--- src/rtl/uart_pkg.sv ---
// Shared UART definitions: line-rate defaults, bit-timing derivations and receiver states.
// The transmitter uses the same helpers so both sides agree on BIT_TIME.
package uart_pkg;

    localparam int unsigned DEF_CLK_FREQ  = 125_000_000;
    localparam int unsigned DEF_BAUD_RATE = 115_200;

    function automatic int unsigned bit_time(int unsigned clk_freq, int unsigned baud_rate);
        return clk_freq / baud_rate;
    endfunction

    function automatic int unsigned half_bit(int unsigned clk_freq, int unsigned baud_rate);
        return bit_time(clk_freq, baud_rate) / 2;
    endfunction

    localparam int unsigned DEF_BIT_TIME = bit_time(DEF_CLK_FREQ, DEF_BAUD_RATE);
    localparam int unsigned DEF_HALF_BIT = half_bit(DEF_CLK_FREQ, DEF_BAUD_RATE);

    typedef enum logic [2:0] {
        IDLE      = 3'd0,
        START     = 3'd1,
        DATA      = 3'd2,
        STOP      = 3'd3,
        WAIT_HIGH = 3'd4
    } uart_rx_state_e;

endpackage

--- src/rtl/uart_rx_if.sv ---
// Receiver-side UART signal bundle: serial line in, received byte and status strobes out.
interface uart_rx_if;

    logic       rx;
    logic [7:0] rx_data;
    logic       rx_valid;
    logic       frame_err;
    logic       busy;

    modport master (
        output rx,
        input  rx_data,
        input  rx_valid,
        input  frame_err,
        input  busy
    );

    modport slave (
        input  rx,
        output rx_data,
        output rx_valid,
        output frame_err,
        output busy
    );

endinterface

--- src/rtl/uart_sync2.sv ---
// Two-flop synchroniser for an asynchronous input; resets to 1 so an idle-high line
// does not look like an edge when reset releases.
module uart_sync2 (
    input  logic clk,
    input  logic rst,
    input  logic d_i,
    output logic q_o
);

    logic [1:0] sync_q;

    always_ff @(posedge clk) begin
        if (rst) begin
            sync_q <= 2'b11;
        end else begin
            sync_q <= {sync_q[0], d_i};
        end
    end

    assign q_o = sync_q[1];

endmodule

--- src/rtl/uart_rx.sv ---
// 8N1 UART receiver: start-edge detect, mid-bit sampling, byte strobe and framing-error strobe.
module uart_rx
    import uart_pkg::*;
#(
    parameter int unsigned CLK_FREQ  = DEF_CLK_FREQ,
    parameter int unsigned BAUD_RATE = DEF_BAUD_RATE
) (
    input logic       clk,
    input logic       rst,
    uart_rx_if.slave  bus
);

    localparam logic [15:0] BitLast  = 16'(bit_time(CLK_FREQ, BAUD_RATE) - 1);
    localparam logic [15:0] HalfLast = 16'(half_bit(CLK_FREQ, BAUD_RATE) - 1);

    logic           rx_s;
    uart_rx_state_e state_q, state_d;
    logic [15:0]    clk_count_q, clk_count_d;
    logic [2:0]     bit_index_q, bit_index_d;
    logic [7:0]     shift_q, shift_d;
    logic [7:0]     rx_data_q, rx_data_d;
    logic           rx_valid_q, rx_valid_d;
    logic           frame_err_q, frame_err_d;

    uart_sync2 u_sync (
        .clk (clk),
        .rst (rst),
        .d_i (bus.rx),
        .q_o (rx_s)
    );

    always_ff @(posedge clk) begin
        if (rst) begin
            state_q     <= IDLE;
            clk_count_q <= '0;
            bit_index_q <= '0;
            shift_q     <= '0;
            rx_data_q   <= '0;
            rx_valid_q  <= 1'b0;
            frame_err_q <= 1'b0;
        end else begin
            state_q     <= state_d;
            clk_count_q <= clk_count_d;
            bit_index_q <= bit_index_d;
            shift_q     <= shift_d;
            rx_data_q   <= rx_data_d;
            rx_valid_q  <= rx_valid_d;
            frame_err_q <= frame_err_d;
        end
    end

    always_comb begin
        state_d     = state_q;
        clk_count_d = clk_count_q + 16'd1;
        bit_index_d = bit_index_q;
        shift_d     = shift_q;
        rx_data_d   = rx_data_q;
        rx_valid_d  = 1'b0;
        frame_err_d = 1'b0;

        unique case (state_q)
            IDLE: begin
                clk_count_d = '0;
                if (!rx_s) state_d = START;
            end
            START: begin
                if (clk_count_q == HalfLast) begin
                    clk_count_d = '0;
                    bit_index_d = '0;
                    // A line that is high again at mid-start-bit was only a glitch.
                    state_d     = rx_s ? IDLE : DATA;
                end
            end
            DATA: begin
                if (clk_count_q == BitLast) begin
                    clk_count_d          = '0;
                    shift_d[bit_index_q] = rx_s;
                    if (bit_index_q == 3'd7) begin
                        state_d = STOP;
                    end else begin
                        bit_index_d = bit_index_q + 3'd1;
                    end
                end
            end
            STOP: begin
                if (clk_count_q == BitLast) begin
                    clk_count_d = '0;
                    if (rx_s) begin
                        rx_data_d  = shift_q;
                        rx_valid_d = 1'b1;
                        state_d    = IDLE;
                    end else begin
                        frame_err_d = 1'b1;
                        state_d     = WAIT_HIGH;
                    end
                end
            end
            WAIT_HIGH: begin
                clk_count_d = '0;
                if (rx_s) state_d = IDLE;
            end
            default: begin
                clk_count_d = '0;
                state_d     = IDLE;
            end
        endcase
    end

    assign bus.rx_data   = rx_data_q;
    assign bus.rx_valid  = rx_valid_q;
    assign bus.frame_err = frame_err_q;
    assign bus.busy      = (state_q != IDLE);

endmodule
--- src/flat_wrapper.sv ---
// flat-port wrapper written by rule: the top's interface ports become plain ports
module uart_rx_flat import uart_pkg::*;
#(
    parameter int unsigned CLK_FREQ  = DEF_CLK_FREQ,
    parameter int unsigned BAUD_RATE = DEF_BAUD_RATE
)
  (clk, rst, bus_rx, bus_rx_data, bus_rx_valid, bus_frame_err, bus_busy);
  uart_rx_if bus_i ();
  input logic clk;
  input logic rst;
  input wire logic [$bits(bus_i.rx)-1:0] bus_rx;
  output wire logic [$bits(bus_i.rx_data)-1:0] bus_rx_data;
  output wire logic [$bits(bus_i.rx_valid)-1:0] bus_rx_valid;
  output wire logic [$bits(bus_i.frame_err)-1:0] bus_frame_err;
  output wire logic [$bits(bus_i.busy)-1:0] bus_busy;
  assign bus_i.rx = bus_rx;
  assign bus_rx_data = bus_i.rx_data;
  assign bus_rx_valid = bus_i.rx_valid;
  assign bus_frame_err = bus_i.frame_err;
  assign bus_busy = bus_i.busy;
  uart_rx #(.CLK_FREQ(CLK_FREQ), .BAUD_RATE(BAUD_RATE)) u_core (.clk(clk), .rst(rst), .bus(bus_i));
endmodule
--- config.mk ---
export PLATFORM = sky130hd
export DESIGN_NAME = uart_rx_flat
export DESIGN_NICKNAME = d
export VERILOG_FILES = /design/src/rtl/uart_pkg.sv /design/src/rtl/uart_rx_if.sv /design/src/rtl/uart_sync2.sv /design/src/rtl/uart_rx.sv /design/src/flat_wrapper.sv
export SDC_FILE = /design/constraint.sdc
export NUM_CORES = 1
export LEC_CHECK = 0
export CORE_UTILIZATION = 60
export DETAILED_ROUTE_END_ITERATION = 10
export GPL_TIMING_DRIVEN = 1
export HOLD_SLACK_MARGIN = 0.06
export MAX_ROUTING_LAYER = met4
export PLACE_DENSITY = 0.85
export SYNTH_ARGS = -nofsm -noshare
export SYNTH_HDL_FRONTEND = slang
export SYNTH_HIERARCHICAL = 1
export SYNTH_SLANG_ARGS = --single-unit
--- constraint.sdc ---
create_clock -name clk -period 6.2 [get_ports clk]
set_clock_uncertainty 0.15 [all_clocks]
set_input_delay 0.93 -clock clk [delete_from_list [all_inputs] [get_ports clk]]
set_output_delay 0.93 -clock clk [all_outputs]
set_load 0.005 [all_outputs]
==> run metrics <==
largest stage delay on the critical path about 0.44 ns; setup violators final 0; Synth Cell Area 2030 um2; Critical Path Source u_core/state_q[0]; Psw approximately 0.09 mW; Synth area leader dfxtp_1; CP Capture Type output pin; RSZ-0062 raised after global routing no; fin worst setup slack about 3.5 ns; Final Hold Viols 0; vias in the first global route roughly 1400; worst slack, placed approximately 3.4 ns; top post-synthesis cells by area dfxtp_1 41%, mux2i_1 8.4%, nand2b_1 7.1%, xnor2_1 4.7%, nor2_1 4.1%; Iteration-0 DRC Markers between 90 and 100; Ports 14; switch share between 20 and 25%; die span in y about 60 um; largest net degree at the start of global routing 34; worst-margin pin slew 0.875 ns; Pleak approximately 0.85 nW; clock-pin slew on the worst setup and hold paths around 0.11 ns; CP max FO 10; grt total ovfl 0; post-synthesis register bit count 42; initial antenna violation count 0; worst skew pair latency about 0.35 ns; core footprint approximately 3100 um2; CP top delay family buffers and inverters; Critical Path Source Type register; Crit-path slowest cell clkdlybuf4s50_1; routed len/inst approximately 13 um; syn nets about 230; share of power burned in registers 64.4%; Post-CTS Hold Buffers 0; clk root buf clkbuf_4; Final #Nets ~240; HPWL Detailed about 2600 um; Sink Count 42; Filler cells 265; first-pass GRT wire length 6370 um; hold_sp u_core/u_sync/sync_q[0]; critical path cell sequence or3_1 > clkdlybuf4s50_1; Inserted Clock Buffers 5; FMAX roughly 370 MHz; Setup Fix Bufs, Post-CTS 0; antenna viol nets, final 0; Antenna Diode Count 0; Combinational Power Share approximately 2.9%; GRT Total Usage about a quarter; Post-Syn Instances roughly 230; Max Cap Viol 0; Area Growth Syn to Fin 9.42%; reg-to-reg slack, setup 3.83 ns; status completed; clock share of power about a third; share of cells above drive strength 1 approximately 5.1%; Hold Path Class reg -> reg; vias per std cell 5.64; drt pass-1 iters 4; power per cell area approximately 190 nW/um2; initial core utilization between 60% and 70%; period utilization 43.3%; WP buf/inv 1; Max Slew Vio Count 0; CP arrival roughly 1.6 ns; Worst EP required about 5.1 ns; Max Root-Sink Buffers 2; reg2reg start u_core/clk_count_q[12]; setup TNS 0 ns; Slew headroom approximately two fifths; fin crit period ~2.7 ns; Avg Cell Area, Syn ~9.0 um2; VDD IR-drop max ~0.13 mV; CTS resizes 0; sequential area share after synthesis about two fifths; CTS tree done; WL final around 3700 um; die area roughly 3600 um2; warnings from Yosys 6; DRC viols 0; H-tree depth 2; kind of critical path reg -> out; Synth top area share roughly two fifths; Die Wd ~60 um; routability cong. between 0.8 and 0.9; Port Buffers 13; post-synthesis cell type count 41; Int Power 0.331 mW; via count around 1600; Total Power 0.422 mW; FP Rows 20
-- final cells by class --
| class | instances | area, um2 | area share, % |
|---|---|---|---|
| Multi-Input combinational cell | 162 | 1100 | 49.6 |
| Sequential cell | 42 | 841 | 37.8 |
| Timing Repair Buffer | 13 | 130 | 5.85 |
| Clock buffer | 7 | 55.1 | 2.48 |
| Tap cell | 44 | 55.1 | 2.48 |
| Inverter | 9 | 33.8 | 1.52 |
| Clock inverter | 1 | 5.00 | 0.225 |
-- power by group through the flow --
stage	sequential, mW	combinational [mW]	clock, mW
5_1_grt	0.272	0.0134	0.155
2_1_floorplan	0.277	0.00950	0
3_5_place_dp	0.278	0.0121	0
6_report	0.272	0.0121	0.138
3_3_place_gp	0.278	0.0118	0
4_1_cts	0.272	0.0121	0.140
-- placed cells by master, fill, tap and decap left out, drive strengths merged, types with 2 or more instances in the layout --
master | synthesis | layout
nor4 | 7 | 7
and3 | 4 | 4
nor2 | 22 | 22
or4 | 3 | 3
dfxtp | 42 | 42
nor2b | 3 | 3
o21ai | 2 | 2
nand2b | 23 | 23
or3 | 2 | 2
o32ai | 2 | 2
and4b | 2 | 2
nor3b | 2 | 2
or2 | 3 | 3
nand2 | 4 | 4
o22ai | 2 | 2
nor3 | 10 | 10
xnor2 | 11 | 11
clkbuf | 9 | 7
ha | 5 | 5
nand4 | 11 | 11
xor2 | 3 | 3
nand3 | 13 | 13
mux2i | 17 | 17
a211oi | 2 | 2
inv | 9 | 9
clkdlybuf4s50 | 0 | 13
a21oi | 2 | 2
-- path summary, 6_finish.rpt --
| check | cells after the start | end |
|---|---|---|
| max | 2 | bus_busy |
| min | 1 | u_core/u_sync/sync_q[1] |
| max reg2reg | 4 | u_core/clk_count_q[2] |
| min reg2reg | 1 | u_core/u_sync/sync_q[1] |
-- state kept, by name (all words and copies together) (netlist names) --
register / cells
u_core/bus.rx_valid: 1
u_core/u_sync/sync_q: 2
u_core/bus.frame_err: 1
u_core/shift_q: 8
u_core/clk_count_q: 16
u_core/bus.rx_data: 8
u_core/state_q: 3
u_core/bit_index_q: 3
-- per-layer routing --
metal	share of wire [%]	global-route usage (%)
met1	51	32.8
met2	44	35.5
met3	3.2	7.14
met4	1.3	6.98
met5	0	-
-- through the flow --
step	area, um2	std cells	hold WS, ns	utilization (%)
floorplan	2030	225	0.233	-
CTS	2220	278	0.270	71.1
finish	2220	278	0.268	71.1
detailed placement	2160	270	0.244	69.2
global placement	2160	270	0.236	69.2
global route	2220	278	0.289	71.1
-- synthesized netlist by cell type --
master and instances:
nor2b_1 3, xnor2_1 11, or2_1 2, nand2_1 4, nand4b_1 1, nand3_1 13, nor3_2 1, o21ai_0 1
and4b_1 2, a21oi_1 2, buf_6 1, mux2i_1 17, or3_1 2, buf_2 1, o41a_1 1, buf_1 1
a2bb2oi_1 1, o32ai_1 2, or4_1 2, nor2_1 22, nor4bb_1 1, nor3b_1 2, nand2b_1 23, and4_1 1
xor2_1 3, nand4_1 10, clkbuf_1 9, a31oi_1 1, dfxtp_1 42, inv_1 9, nor4_1 7, a211oi_1 2
o21ai_2 1, nor3_1 9, o22ai_1 2, or4_4 1, a41oi_1 1, ha_1 5, and3_1 4, nand4_2 1
or2_2 1
-- worst register-to-register path, stage by stage, from the launching register on --
cell and delay, ns:
dfxtp_1 0.36, or4_4 0.58, o41a_1 0.46, o21ai_2 0.57, nor2_1 0.12
-- kinds of logic after synthesis --
| logic type | synth area share, % |
|---|---|
| muxes | 8.37 |
| AOI/OAI and AO/OA | 5.11 |
| buffers and inverters | 4.31 |
| DFF | 41.4 |
| and+or+nand+nor | 31.7 |
| xor gates and xnor gates | 6.03 |
| adders and majority gates | 3.08 |
(Power assumes the default switching activity.)
